$ cat src/rtl/sdr_out_arbiter.sv
// Round-robin merge of the three SDR datapath sample strobes (FIR, CIC/DDC, FM demod)
// into one channel-tagged ready/valid stream. Optional per-sample stamps: SDR_ARB_TIMESTAMP_EN.
module sdr_out_arbiter #(
    parameter int unsigned DW    = 21,
    parameter int unsigned CNT_W = 8
) (
    input  logic             clk,
    input  logic             rst_n,
    input  logic [DW-1:0]    s0_data,
    input  logic             s0_valid,
    input  logic [DW-1:0]    s1_data,
    input  logic             s1_valid,
    input  logic [DW-1:0]    s2_data,
    input  logic             s2_valid,
    output logic [DW-1:0]    m_data,
    output logic [1:0]       m_ch,
    output logic             m_valid,
    input  logic             m_ready,
    output logic [2:0]       ovf,
    input  logic             ovf_clr,
`ifdef SDR_ARB_TIMESTAMP_EN
    output logic [15:0]      m_ts,
`endif
    output logic [CNT_W-1:0] drop_cnt0,
    output logic [CNT_W-1:0] drop_cnt1,
    output logic [CNT_W-1:0] drop_cnt2
);

    localparam int unsigned NCH  = 3;
    localparam int unsigned CH_W = 2;
`ifdef SDR_ARB_TIMESTAMP_EN
    localparam int unsigned TS_W = 16;
`endif
    localparam logic [CNT_W-1:0] CNT_MAX  = '1;
    localparam logic [CH_W-1:0]  RR_RESET = CH_W'(2);

    // Per-channel views of the source ports
    logic [DW-1:0]    s_data_c [NCH];
    logic [NCH-1:0]   s_valid_c;

    assign s_data_c[0] = s0_data;
    assign s_data_c[1] = s1_data;
    assign s_data_c[2] = s2_data;
    assign s_valid_c   = {s2_valid, s1_valid, s0_valid};

    logic [NCH-1:0]   hold_full;
    logic [DW-1:0]    hold_data [NCH];
    logic [CH_W-1:0]  rr_last;
    logic [CNT_W-1:0] drop_cnt [NCH];

    logic             load_ok_c;
    logic             gnt_any_c;
    logic [CH_W-1:0]  gnt_ch_c;
    logic [NCH-1:0]   drain_c;
    logic [NCH-1:0]   drop_c;

`ifdef SDR_ARB_TIMESTAMP_EN
    logic [TS_W-1:0]  ts_cnt;
    logic [TS_W-1:0]  hold_ts [NCH];
`endif

    assign load_ok_c = !m_valid || m_ready;

    // First full hold after rr_last, wrapping modulo three
    always_comb begin
        gnt_any_c = 1'b0;
        gnt_ch_c  = '0;
        for (int i = 1; i <= int'(NCH); i++) begin
            if (!gnt_any_c && hold_full[CH_W'((int'(rr_last) + i) % int'(NCH))]) begin
                gnt_any_c = 1'b1;
                gnt_ch_c  = CH_W'((int'(rr_last) + i) % int'(NCH));
            end
        end
    end

    // A hold being drained this edge may accept a new sample without dropping
    always_comb begin
        drain_c = '0;
        if (load_ok_c && gnt_any_c) begin
            drain_c[gnt_ch_c] = 1'b1;
        end
        drop_c = s_valid_c & hold_full & ~drain_c;
    end

    // Hold stage: one sample per channel
    always_ff @(posedge clk) begin
        if (!rst_n) begin
            hold_full <= '0;
            for (int k = 0; k < int'(NCH); k++) begin
                hold_data[k] <= '0;
            end
        end else begin
            for (int k = 0; k < int'(NCH); k++) begin
                if (s_valid_c[k] && (!hold_full[k] || drain_c[k])) begin
                    hold_data[k] <= s_data_c[k];
                    hold_full[k] <= 1'b1;
                end else if (drain_c[k]) begin
                    hold_full[k] <= 1'b0;
                end
            end
        end
    end

    // Output register and round-robin pointer
    always_ff @(posedge clk) begin
        if (!rst_n) begin
            m_valid <= 1'b0;
            m_data  <= '0;
            m_ch    <= '0;
            rr_last <= RR_RESET;
        end else if (load_ok_c) begin
            if (gnt_any_c) begin
                m_valid <= 1'b1;
                m_data  <= hold_data[gnt_ch_c];
                m_ch    <= gnt_ch_c;
                rr_last <= gnt_ch_c;
            end else begin
                m_valid <= 1'b0;
            end
        end
    end

    // Sticky overflow flags and saturating drop counters; a drop beats a same-edge clear
    always_ff @(posedge clk) begin
        if (!rst_n) begin
            ovf <= '0;
            for (int k = 0; k < int'(NCH); k++) begin
                drop_cnt[k] <= '0;
            end
        end else begin
            for (int k = 0; k < int'(NCH); k++) begin
                ovf[k] <= ovf_clr ? drop_c[k] : (ovf[k] | drop_c[k]);
                if (drop_c[k]) begin
                    if (ovf_clr) begin
                        drop_cnt[k] <= CNT_W'(1);
                    end else if (drop_cnt[k] != CNT_MAX) begin
                        drop_cnt[k] <= drop_cnt[k] + CNT_W'(1);
                    end
                end else if (ovf_clr) begin
                    drop_cnt[k] <= '0;
                end
            end
        end
    end

    assign drop_cnt0 = drop_cnt[0];
    assign drop_cnt1 = drop_cnt[1];
    assign drop_cnt2 = drop_cnt[2];

`ifdef SDR_ARB_TIMESTAMP_EN
    // Free-running stamp captured with each accepted sample
    always_ff @(posedge clk) begin
        if (!rst_n) begin
            ts_cnt <= '0;
            m_ts   <= '0;
            for (int k = 0; k < int'(NCH); k++) begin
                hold_ts[k] <= '0;
            end
        end else begin
            ts_cnt <= ts_cnt + TS_W'(1);
            for (int k = 0; k < int'(NCH); k++) begin
                if (s_valid_c[k] && (!hold_full[k] || drain_c[k])) begin
                    hold_ts[k] <= ts_cnt;
                end
            end
            if (load_ok_c && gnt_any_c) begin
                m_ts <= hold_ts[gnt_ch_c];
            end
        end
    end
`endif

endmodule
$ cat config.mk
export PLATFORM = sky130hd
export DESIGN_NAME = sdr_out_arbiter
export DESIGN_NICKNAME = d
export VERILOG_FILES = /design/src/rtl/sdr_out_arbiter.sv
export SDC_FILE = /design/constraint.sdc
export NUM_CORES = 1
export LEC_CHECK = 0
export BUFFER_PORTS_ARGS = -buffer_cell sky130_fd_sc_hd__buf_2
export CORE_MARGIN = 1
export CORE_UTILIZATION = 49
export DETAILED_ROUTE_END_ITERATION = 7
export PLACE_DENSITY = 0.76
export SETUP_SLACK_MARGIN = 0.2
export SYNTH_ARGS = -nofsm -noshare
export SYNTH_HDL_FRONTEND = slang
export SYNTH_SLANG_ARGS = --single-unit
$ cat constraint.sdc
create_clock -name clk -period 2.7 [get_ports clk]
set_input_delay 0.135 -clock clk [delete_from_list [all_inputs] [get_ports clk]]
set_output_delay 0.135 -clock clk [all_outputs]
set_load 0.01 [all_outputs]
* After elaboration in Yosys (flattened, before gate mapping)
Memory sizes are Yosys's and may differ from the RTL's. A register that Yosys moved wholly into a read port is not among the register bits.
Index checks and enable logic that the tools add are counted.
** Storage, ports and cells
- Bits in writable memories :: 87
- Register bits after elaboration :: 11
- Bits of input ports :: 70
- Word-level logic and storage cells :: 150
- Output and inout port bits :: 51
- Memories :: 2
** Memories
- hold_data :: words 3, width 21, read ports 1, clocked after Yosys merged registers in 1, write ports 3, line 47 : logic [DW-1:0] hold_data [NCH];
- drop_cnt :: words 3, width 8, read ports 3, clocked after Yosys merged registers in 0, write ports 3, line 49 : logic [CNT_W-1:0] drop_cnt [NCH];
** Operators by class
- Reductions and logical operators :: 22
- Divide/modulo/power cells :: 3
- Equality and inequality tests :: 3
- Bitwise logic cells :: 18
- Add/sub/neg operators :: 6
- Magnitude comparators :: 5
- Mux-type cells :: 84
** Operator list (count)
- 32-bit by 3-bit remainder unit with 32-bit output, second input constant :: 3
- 8-bit two-way mux :: 9
- 1-bit two-way mux :: 64
- 21-bit two-way mux :: 3
- 8-bit by 1-bit adder with 8-bit output, second input constant :: 3
- 8-bit inequality test, second input constant :: 3
- 1-bit bitwise OR :: 15
- 2-bit by 4-bit < comparator with 1-bit output, second input constant :: 3
- 1-bit logical AND :: 7
- 1-bit logical NOT :: 7
- 2-bit by 2-bit adder with 3-bit output, second input constant :: 2
- 3-bit bitwise AND :: 2
- 1-bit binary-select mux with 2-bit select :: 3
- 2-bit two-way mux :: 3
- 2-bit nonzero test :: 3
- 1-bit logical OR :: 4
- 2-bit by 1-bit adder with 3-bit output, second input constant :: 1
- 2-bit by 3-bit < comparator with 1-bit output, second input constant :: 1
- 3-bit two-way mux :: 1
- 3-bit NOT :: 1
- 1-bit demux with 2-bit select :: 1
- 2-bit by 1-bit greater-or-equal comparator with 1-bit output, second input constant :: 1
- 2-bit AND reduction :: 1

* Longest topological paths before layout
Gate-level depths: netlist (run 1).
- Depth after elaboration :: 25
- Gate-level depth with buffers :: 9
- Gate-level depth less buffers :: 8

* Worst setup path after synthesis (run 1)
No wires, ideal clock.
- Path type :: reg-to-reg
- Start point :: reg, netlist name m_ch[0]
- End point :: mem hold_data[0][0] (data pin)
- Data arrival time :: 2504 ps
- Period minus slack after synthesis :: 2760 ps
- Setup time :: 255 ps
- Required time :: 2445 ps
- Stages on the path, launching flop included :: 10
- Buffers on the path :: 1
- Setup slack :: -60 ps
- Path through :: dfxtp_1 > inv_1 > ha_1 > and4bb_1 > o31ai_4 > nor2_2 > a311o_1 > a221o_4 > buf_6 > and3_1
** RTL lines (line)
- end, declared :: 47

==> key figures, run 1 <==
Outcome
  – Status: finished, final reports clean

Routing
  – Routed via count: about 4.7k
  – Vias/cell: 5.96
  – First-pass detailed-route iteration total: 5
  – Per-cell routed wire length: 19.4 um
  – Final wirelength: 15.3 mm
  – Post-route ant nets: 0
  – Drt first-iter violations: 394
  – Residual DRC: 0

Logic synthesis
  – Area of the mapped netlist: 5590 um2
  – Synth top area share: between 40% and 50%
  – Dominant synthesized flop cell: edfxtp_1
  – Synth area leader: edfxtp_1
  – Warnings, synthesis: 0
  – Yosys cell types: between 40 and 50
  – Post-synth EDFFs: 87
  – Syn Inst Count: about 490
  – Syn_nets: ~560
  – Seq cells post-synth: about 120
  – Async SR Flop Fraction: 0%
  – Syn_area_per_cell: 11.5 um2
  – Seq/Total Area, Yosys: 57.8%
  – Top area cells in the synthesized netlist: edfxtp_1 47%, dfxtp_1 11%, and3_1 10%

Floorplanning
  – Cell Rows: 38
  – Die Y: around 110 um
  – Starting Density: 50.9%
  – Boundary Pins: 121
  – Die area: 11800 um2
  – Die width: about 110 um
  – Core ar.: 11000 um2

Hold path
  – Hold depth: 3
  – HP Class: in -> reg

STA
  – Clk_skew: 0.0131 ns
  – Fmax: 373 MHz
  – Setup total negative slack: 0 ns
  – Max-slew violations: 0
  – Fin crit share: 99.2%
  – Final setup margin: 0.0223 ns
  – Final hold vios: 0
  – Worst-margin pin slew: 0.697 ns
  – Tmin final: roughly 2.7 ns
  – RSZ-0062 raised after global routing: true
  – Slew Limit Headroom: a little over half
  – Final setup fails: 0

Worst setup path
  – Critical path data arrival time: 2.84 ns
  – Worst-path fanout max: 8
  – R2R setup slack: 0.02 ns
  – Data required time at the worst endpoint: 2.87 ns
  – Startpoint Class: register
  – R2R depth: 9
  – CP Class: reg -> reg
  – CP endpoint kind: register

Finish
  – Sequential cell area: roughly 3200 um2
  – Multi-input gate area: 2700 um2
  – Fillers: 726
  – Area added between synthesis and finish: 36.4%
  – Share of cells above drive strength 1: 42.3%
  – Commonest non-fill, non-tap cell in the layout: buf_2
  – Layout Nets: 711
  – Post-route cell area: roughly 7600 um2
  – Most frequent cells in the layout: 120 x buf_2, 87 x edfxtp_1, 49 x and3_4
  – Post-route insts no fill: slightly below 800
  – Diodes inserted: 0

GRT
  – Overall Global Routing Usage: 25.0%
  – Vias in the first global route: ~4.3k
  – First-pass GRT wire length: ~22 mm
  – Largest net degree at the start of global routing: 75
  – Congestion Overflow GR: 0
  – Antenna violations before repair: 0

Power and ir drop
  – LEAKAGE: 3.19 nW
  – Logic gate share of total power: 32.8%
  – Sequential share of power: between 30% and 40%
  – Internal Pwr Total: 4.49 mW
  – Total power draw: 6.65 mW
  – Switch Pwr: 2.16 mW
  – Clock power share: 30.1%
  – Power per cell area: 871 nW/um2
  – Worst ir drop on vdd: 487 uV
  – Sw Ratio: 32.4%

Placed design
  – Final GP Congestion: 0.910
  – Place WS: -0.197 ns
  – Port Buffers: 120
  – Dpl cell area: 6360 um2
  – Hpwl dp: between 8 and 9 mm
  – Number of placed cells counting well taps: 728

Clock network
  – Root Buffer: clkbuf_16
  – Clk buf depth: 2
  – H-Tree Depth: 4
  – Worst-skew pair later-pin latency: 0.41 ns
  – TritonCTS Buffers: 17
  – CTS tree: yes
  – Clock sink count: between 100 and 150
  – Clock slew seen by the registers of the worst setup and hold paths: 0.05 ns

Flow run
  – Number of max-cap violations: 0
[registers in the layout, summed over array words and instances, names as in the netlist]
register   flops
hold_data     63
drop_cnt      24
m_data        21
hold_full      3
ovf            3
m_ch           2
m_valid        1
rr_last        1
[power by group through the flow]
stage,registers [mW],clock network [mW],logic [mW]
2_1_floorplan,2.52,0,1.01
5_1_grt,2.50,2.10,2.33
3_5_place_dp,2.49,0,1.61
4_1_cts,2.45,2.02,1.84
6_report,2.47,2.00,2.18
3_3_place_gp,2.47,0,1.56
[cell families after synthesis]
| group | Yosys count | synth area share, % |
|---|---|---|
| buffers and inverters | 42 | 3.69 |
| flip-flops | 118 | 57.8 |
| adder cells (fa/ha/maj) | 7 | 1.57 |
| AND/OR/NAND/NOR | 178 | 18.3 |
| XOR/XNOR | 18 | 2.82 |
| AO/OA/AOI/OAI | 122 | 15.8 |
[worst max-delay path, cell delays in order, from the launching register on]
cell and delay (ns):
dfxtp_4 0.37, inv_4 0.04, ha_4 0.31, and4bb_2 0.27
o31ai_4 0.22, nor2_2 0.07, a311o_2 0.34, buf_6 0.14
a221o_2 0.47, and3_1 0.22
[repair_timing]
action,CTS,global route
hold buffers,0,0
endpoints found under the setup margin,79,175
setup buffers,7,8
gates resized for setup,41,64
gates cloned,7,5
pin swaps,49,30
[metrics by stage]
step | hold WS, ns | util (%)
2_1_floorplan | 0.274 | -
3_3_place_gp | 0.402 | 57.9
3_5_place_dp | 0.429 | 57.9
4_1_cts | 0.00774 | 65.5
5_1_grt | 0.0337 | 69.5
6_report | 0.0169 | 69.5
[synthesized netlist by cell type (all sizes together) (3+ instances only)]
master and number:
clkbuf 26, nand3 15, nor2 24, xnor2 9, nand2b 7, ha 7, nor2b 8, and3 91
dfxtp 31, a21boi 46, a21oi 5, edfxtp 87, nand2 15, xor2 9, nor3b 3, a22oi 21
o21a 4, inv 9, and2 5, buf 7, o21ai 26
[metal layers]
metal,global-route usage [%],share of wire [%]
met5,0,0
met1,32.4,41
met3,5.32,7.3
met4,9.94,1.7
met2,41.0,50
[cell type report]
type	count	area share, %
clock buffers	19	5.67
clock inverters	13	1.18
inverters	9	0.476
multi-input cells	334	35.3
flip-flops and latches	118	42.5
well taps	140	2.30
repair buffers	154	12.6
[path summary, 6_finish.rpt]
| kind | from | endpoint |
|---|---|---|
| setup / recovery | m_ch[0] | hold_data[2][17] |
| hold / removal | s2_valid | hold_full[2] |
| setup reg to reg | m_ch[0] | hold_data[2][17] |
| hold reg to reg | ovf[1] | ovf[1] |
(Power assumes the default switching activity.)
==> run 2: changes to the inputs <==
- CORE_UTILIZATION: 49 -> 35
- CTS_CLUSTER_DIAMETER: not set -> 60
- PLACE_DENSITY: 0.76 -> not set
==> run 2 against run 1 <==
Against the previous run: register-to-register slack improved by 0.03 ns; via count shrank 3.8%; highest routed layer unchanged; die area up 39%; count of clock-buffer cells in the layout up 5; design area rose by 0.92%; worst hold slack improved by 0.018 ns; utilization is 19 points lower; worst setup slack improved by 0.035 ns; largest power group unchanged; sequential share of layout area fell by 0.39 points.
==> key figures, run 2 (synthesized netlist as in run 1, its figures left out) <==
GRT
  – First-pass GRT wire length: 23.3 mm
  – Overall Global Routing Usage: 19.0%
  – Congestion Overflow GR: 0
  – Vias in the first global route: roughly 4.5k
  – Antenna violations before repair: 0
  – Largest net degree at the start of global routing: 60

STA
  – Max-slew violations: 0
  – RSZ-0062 raised after global routing: true
  – Final setup fails: 0
  – Final hold vios: 0
  – Slew Limit Headroom: 62.8%
  – Fin crit share: 97.9%
  – Clk_skew: 0.0104 ns
  – Tmin final: 2.64 ns
  – Fmax: approximately 380 MHz
  – Final setup margin: 0.0569 ns
  – Worst-margin pin slew: 0.557 ns
  – Fin Hold WS: 0.0353 ns

Clock network
  – Clock slew seen by the registers of the worst setup and hold paths: 0.05 ns
  – CTS tree: yes
  – Worst-skew pair later-pin latency: 0.42 ns
  – H-Tree Depth: 4
  – Clock sink count: ~120
  – Root Buffer: clkbuf_16
  – Clk buf depth: 2
  – TritonCTS Buffers: 17

Routing
  – Per-cell routed wire length: 17.8 um
  – Met3 Wirelength: approximately 1.1 mm
  – Vias/cell: approximately 5.3
  – Routed via count: 4509
  – Residual DRC: 0
  – First-pass detailed-route iteration total: 4
  – Final wirelength: 15.3 mm
  – Wire length on met1: 6.49 mm
  – DR WL met2: 7.43 mm
  – DR top layer: met4
  – Post-route ant nets: 0
  – Drt first-iter violations: 232

Worst setup path
  – Data required time at the worst endpoint: 2.87 ns
  – CP Class: reg -> reg
  – Max incr delay on CP: 0.54 ns
  – Cell family with the largest share of critical-path delay: compound AO/OA/AOI/OAI gates
  – Worst path cell trace: inv_4, ha_4, and2b_1, o21a_1, nor4b_4, buf_6, o21ai_4, a221o_2, and3_4
  – Startpoint Class: register
  – CP endpoint kind: register
  – Slowest cell on crit path: a221o_2
  – Worst-path fanout max: 8
  – Bufs and invs on worst path: 2
  – Critical path data arrival time: 2.81 ns

Finish
  – Post-route cell area: 7700 um2
  – Commonest non-fill, non-tap cell in the layout: buf_2
  – Area added between synthesis and finish: 37.7%
  – Diodes inserted: 0
  – Fillers: 1378
  – Layout Nets: 710
  – Largest reg by FF count: hold_data
  – Largest register FFs: 63
  – Most frequent cells in the layout: 120 x buf_2, 87 x edfxtp_1, 48 x and3_4
  – Regs by FF count: hold_data x63, drop_cnt x24, m_data x21
  – Final Util: between 50% and 60%
  – Share of cells above drive strength 1: a little over 40%

Floorplanning
  – Cell Rows: 45
  – Die area: between 15000 and 20000 um2
  – Boundary Pins: 121
  – Die width: 128 um
  – Die Y: 128 um
  – Core ar.: about 15000 um2
  – Starting Density: 36.4%

Placed design
  – Port Buffers: 120
  – Dpl cell area: 6510 um2
  – Place WS: -0.117 ns
  – Final GP Congestion: between 0.8 and 0.9
  – Hpwl dp: 8.70 mm

Power and ir drop
  – Worst ir drop on vdd: around 490 uV
  – LEAKAGE: 3.19 nW
  – Total power draw: around 6.8 mW
  – Power per cell area: about 880 nW/um2

Flow run
  – Number of max-cap violations: 0

Hold path
  – HP Class: in -> reg

Outcome
  – Status: finished, final reports clean
==> run 2: final timing paths <==
kind / start / to / slack [ns] / cells after the start
worst min register to register: ovf[0] / ovf[0] / 0.51 / 2
worst max register to register: m_ch[0] / hold_data[2][2] / 0.06 / 9
worst min-delay path: s1_data[18] / hold_data[1][18] / 0.04 / 2
worst max-delay path: m_ch[0] / hold_data[2][2] / 0.06 / 9
==> run 2: power by group <==
| part | switching (mW) | internal (mW) | total (mW) |
|---|---|---|---|
| registers | 0.163 | 2.29 | 2.46 |
| logic | 1.17 | 0.939 | 2.11 |
| clock network | 0.772 | 1.43 | 2.20 |
==> run 2: repair_timing <==
item / in CTS / in global routing
endpoints found under the hold margin: 1 / 0
resized for setup: 38 / 46
hold buffers: 1 / 0
setup buffers: 6 / 5
endpoints found under the setup margin: 63 / 180
cloned: 9 / 1
pin swaps: 42 / 21
==> run 2: metrics by stage <==
stage | std cells | TNS, ns
2_1_floorplan | 485 | 0
3_3_place_gp | 803 | -3.03
6_report | 857 | 0
3_5_place_dp | 803 | -6.36
5_1_grt | 857 | -0.0258
4_1_cts | 851 | 0
==> run 2: final cells by class <==
type                    instances  area (um2)  share of cell area (%)
clock buffers                  24         482                    6.26
clock inverters                 8        97.6                    1.27
inverters                       9        36.3                   0.471
multi-input cells             334        2620                    34.0
flip-flops and latches        118        3240                    42.1
well taps                     211         264                    3.43
repair buffers                153         958                    12.4
==> run 2: metal layers <==
metal  vias up  GRT usage [%]
met5         -              0
met4         0           6.92
met3        15           4.70
met2       183           31.4
met1      2153           24.1
li1       2158              -
==> run 3: changes to the inputs <==
- PLACE_DENSITY: not set -> 0.57
==> run 3 against run 2 <==
Against the previous run: register-to-register slack barely moved; critical path type unchanged; total power up 5.3%; via count is 3.2% higher; first-iteration DRC count grew 29%; non-clock buffer count rose by 4; critical path depth is the same; fmax rose by 0.16%.
==> key figures, run 3 (synthesized netlist as in run 1, its figures left out) <==
Outcome
  – Status: finished, final reports clean

Floorplanning
  – Cell Rows: 45
  – Die area: 16500 um2
  – Die width: 128 um
  – Starting Density: between 30% and 40%
  – Boundary Pins: 121
  – Die Y: 128 um
  – Core ar.: 15400 um2

Worst setup path
  – Reg2reg end: hold_data[1][4]
  – Worst path cell trace: inv_4, ha_4, and2b_1, o21a_1, nor4b_4, buf_6, o21ai_4, a221o_2, and3_1
  – CP Class: reg -> reg
  – Max incr delay on CP: 0.54 ns
  – R2R depth: 9
  – Cell family with the largest share of critical-path delay: compound AO/OA/AOI/OAI gates
  – Startpoint Class: register
  – Crit path from: m_ch[0]
  – Critical path data arrival time: between 2 and 3 ns
  – WP depth: 9
  – Data required time at the worst endpoint: 2.88 ns
  – CP endpoint kind: register
  – R2R setup slack: 0.06 ns
  – Slowest cell on crit path: a221o_2
  – Bufs and invs on worst path: 2
  – Worst-path fanout max: 8
  – Worst r2r src: m_ch[0]
  – Crit path to: hold_data[1][4]

Clock network
  – TritonCTS Buffers: 17
  – H-Tree Depth: 4
  – Clock sink count: 118
  – Clock slew seen by the registers of the worst setup and hold paths: 0.06 ns
  – Clk buf depth: 2
  – Root Buffer: clkbuf_16
  – Worst-skew pair later-pin latency: about 0.42 ns
  – CTS tree: yes

STA
  – Final setup fails: 0
  – Fmax: roughly 380 MHz
  – Max-slew violations: 0
  – Clk_skew: approximately 0.0092 ns
  – Slew Limit Headroom: 51.2%
  – RSZ-0062 raised after global routing: true
  – Fin crit share: a little under 100%
  – Tmin final: roughly 2.6 ns
  – Worst-margin pin slew: 0.727 ns
  – Setup total negative slack: 0 ns
  – Final setup margin: 0.0610 ns
  – Fin Hold WS: 0.0286 ns
  – Final hold vios: 0

Finish
  – Commonest non-fill, non-tap cell in the layout: buf_2
  – Area added between synthesis and finish: 40.7%
  – Post-route insts no fill: 862
  – Post-route cell area: 7870 um2
  – Diodes inserted: 0
  – Most frequent cells in the layout: 120 x buf_2, 87 x edfxtp_1, 48 x and3_4
  – Fillers: 1370
  – Share of cells above drive strength 1: 43.3%
  – Largest register FFs: 63
  – Largest reg by FF count: hold_data
  – Layout Nets: between 700 and 800
  – Final Util: 51.2%
  – Regs by FF count: hold_data x63, drop_cnt x24, m_data x21

Hold path
  – Hold depth: 2
  – HP Class: in -> reg

Routing
  – Per-cell routed wire length: 19.2 um
  – Post-route ant nets: 0
  – Routed via count: 4652
  – Drt first-iter violations: between 200 and 300
  – Vias/cell: 5.40
  – Final wirelength: around 17 mm
  – Residual DRC: 0
  – First-pass detailed-route iteration total: 5

GRT
  – First-pass GRT wire length: 24.6 mm
  – Largest net degree at the start of global routing: between 50 and 60
  – Vias in the first global route: about 4.6k
  – Antenna violations before repair: 0
  – Overall Global Routing Usage: approximately a fifth
  – Congestion Overflow GR: 0

Placed design
  – Hpwl dp: 8.96 mm
  – Dpl cell area: about 6500 um2
  – Place WS: -0.136 ns
  – Port Buffers: 120
  – Number of placed cells counting well taps: ~800
  – Final GP Congestion: roughly 0.84

Power and ir drop
  – Worst ir drop on vdd: 637 uV
  – Total power draw: approximately 7.1 mW
  – LEAKAGE: 3.25 nW
  – Power per cell area: 906 nW/um2

Flow run
  – Number of max-cap violations: 0
run 3: cell types whose count changed in the layout (fill, tap and decap cells not counted), sizes merged:
cell      change
bufinv        +1
clkinvlp      +2
clkinv        -3
a21oi         +1
buf           +3
clkbuf        +1
run 3: metal layers:
| layer | GRT usage (%) | up-vias | share of wire, % |
|---|---|---|---|
| li1 | - | 2162 | - |
| met1 | 26.2 | 2265 | 43 |
| met2 | 32.1 | 199 | 47 |
| met3 | 4.24 | 26 | 7.1 |
| met4 | 7.82 | 0 | 2.1 |
| met5 | 0 | - | 0 |
run 3: worst reg2reg max path: stages (launching register included):
cell     delay [ns]
dfxtp_4        0.36
inv_4          0.04
ha_4           0.29
and2b_1        0.22
o21a_1         0.22
nor4b_4        0.23
buf_6          0.16
o21ai_4        0.11
a221o_2        0.55
and3_1         0.22
run 3: repair_timing:
| action | 4_1_cts | 5_1_grt |
|---|---|---|
| setup buffers | 9 | 6 |
| endpoints found under the setup margin | 75 | 155 |
| gates resized for setup | 47 | 57 |
| cloned | 8 | 5 |
| endpoints found under the hold margin | 1 | 0 |
| pin swaps | 35 | 41 |
| hold buffers | 1 | 0 |
run 3: worst min-delay path by stage:
stage | start | endpoint | slack, ns
floorplan | s2_valid | hold_full[2] | 0.27
global placement | s2_valid | hold_full[2] | 0.42
detailed placement | s2_valid | hold_full[2] | 0.42
CTS | s1_data[13] | hold_data[1][13] | 0.01
global route | s0_data[17] | hold_data[0][17] | 0.02
finish | s0_data[13] | hold_data[0][13] | 0.03
run 3: area by class of cell:
cell class | instances | area [um2] | share of cell area (%)
Sequential cell | 118 | 3240 | 41.2
Multi-Input combinational cell | 335 | 2730 | 34.6
Timing Repair Buffer | 157 | 996 | 12.7
Clock buffer | 24 | 482 | 6.12
Tap cell | 211 | 264 | 3.36
Clock inverter | 8 | 124 | 1.57
Inverter | 9 | 36.3 | 0.461
run 3: report_power, final:
part           switching, mW  internal [mW]
combinational           1.31           1.04
sequential             0.165           2.29
clock                  0.799           1.52
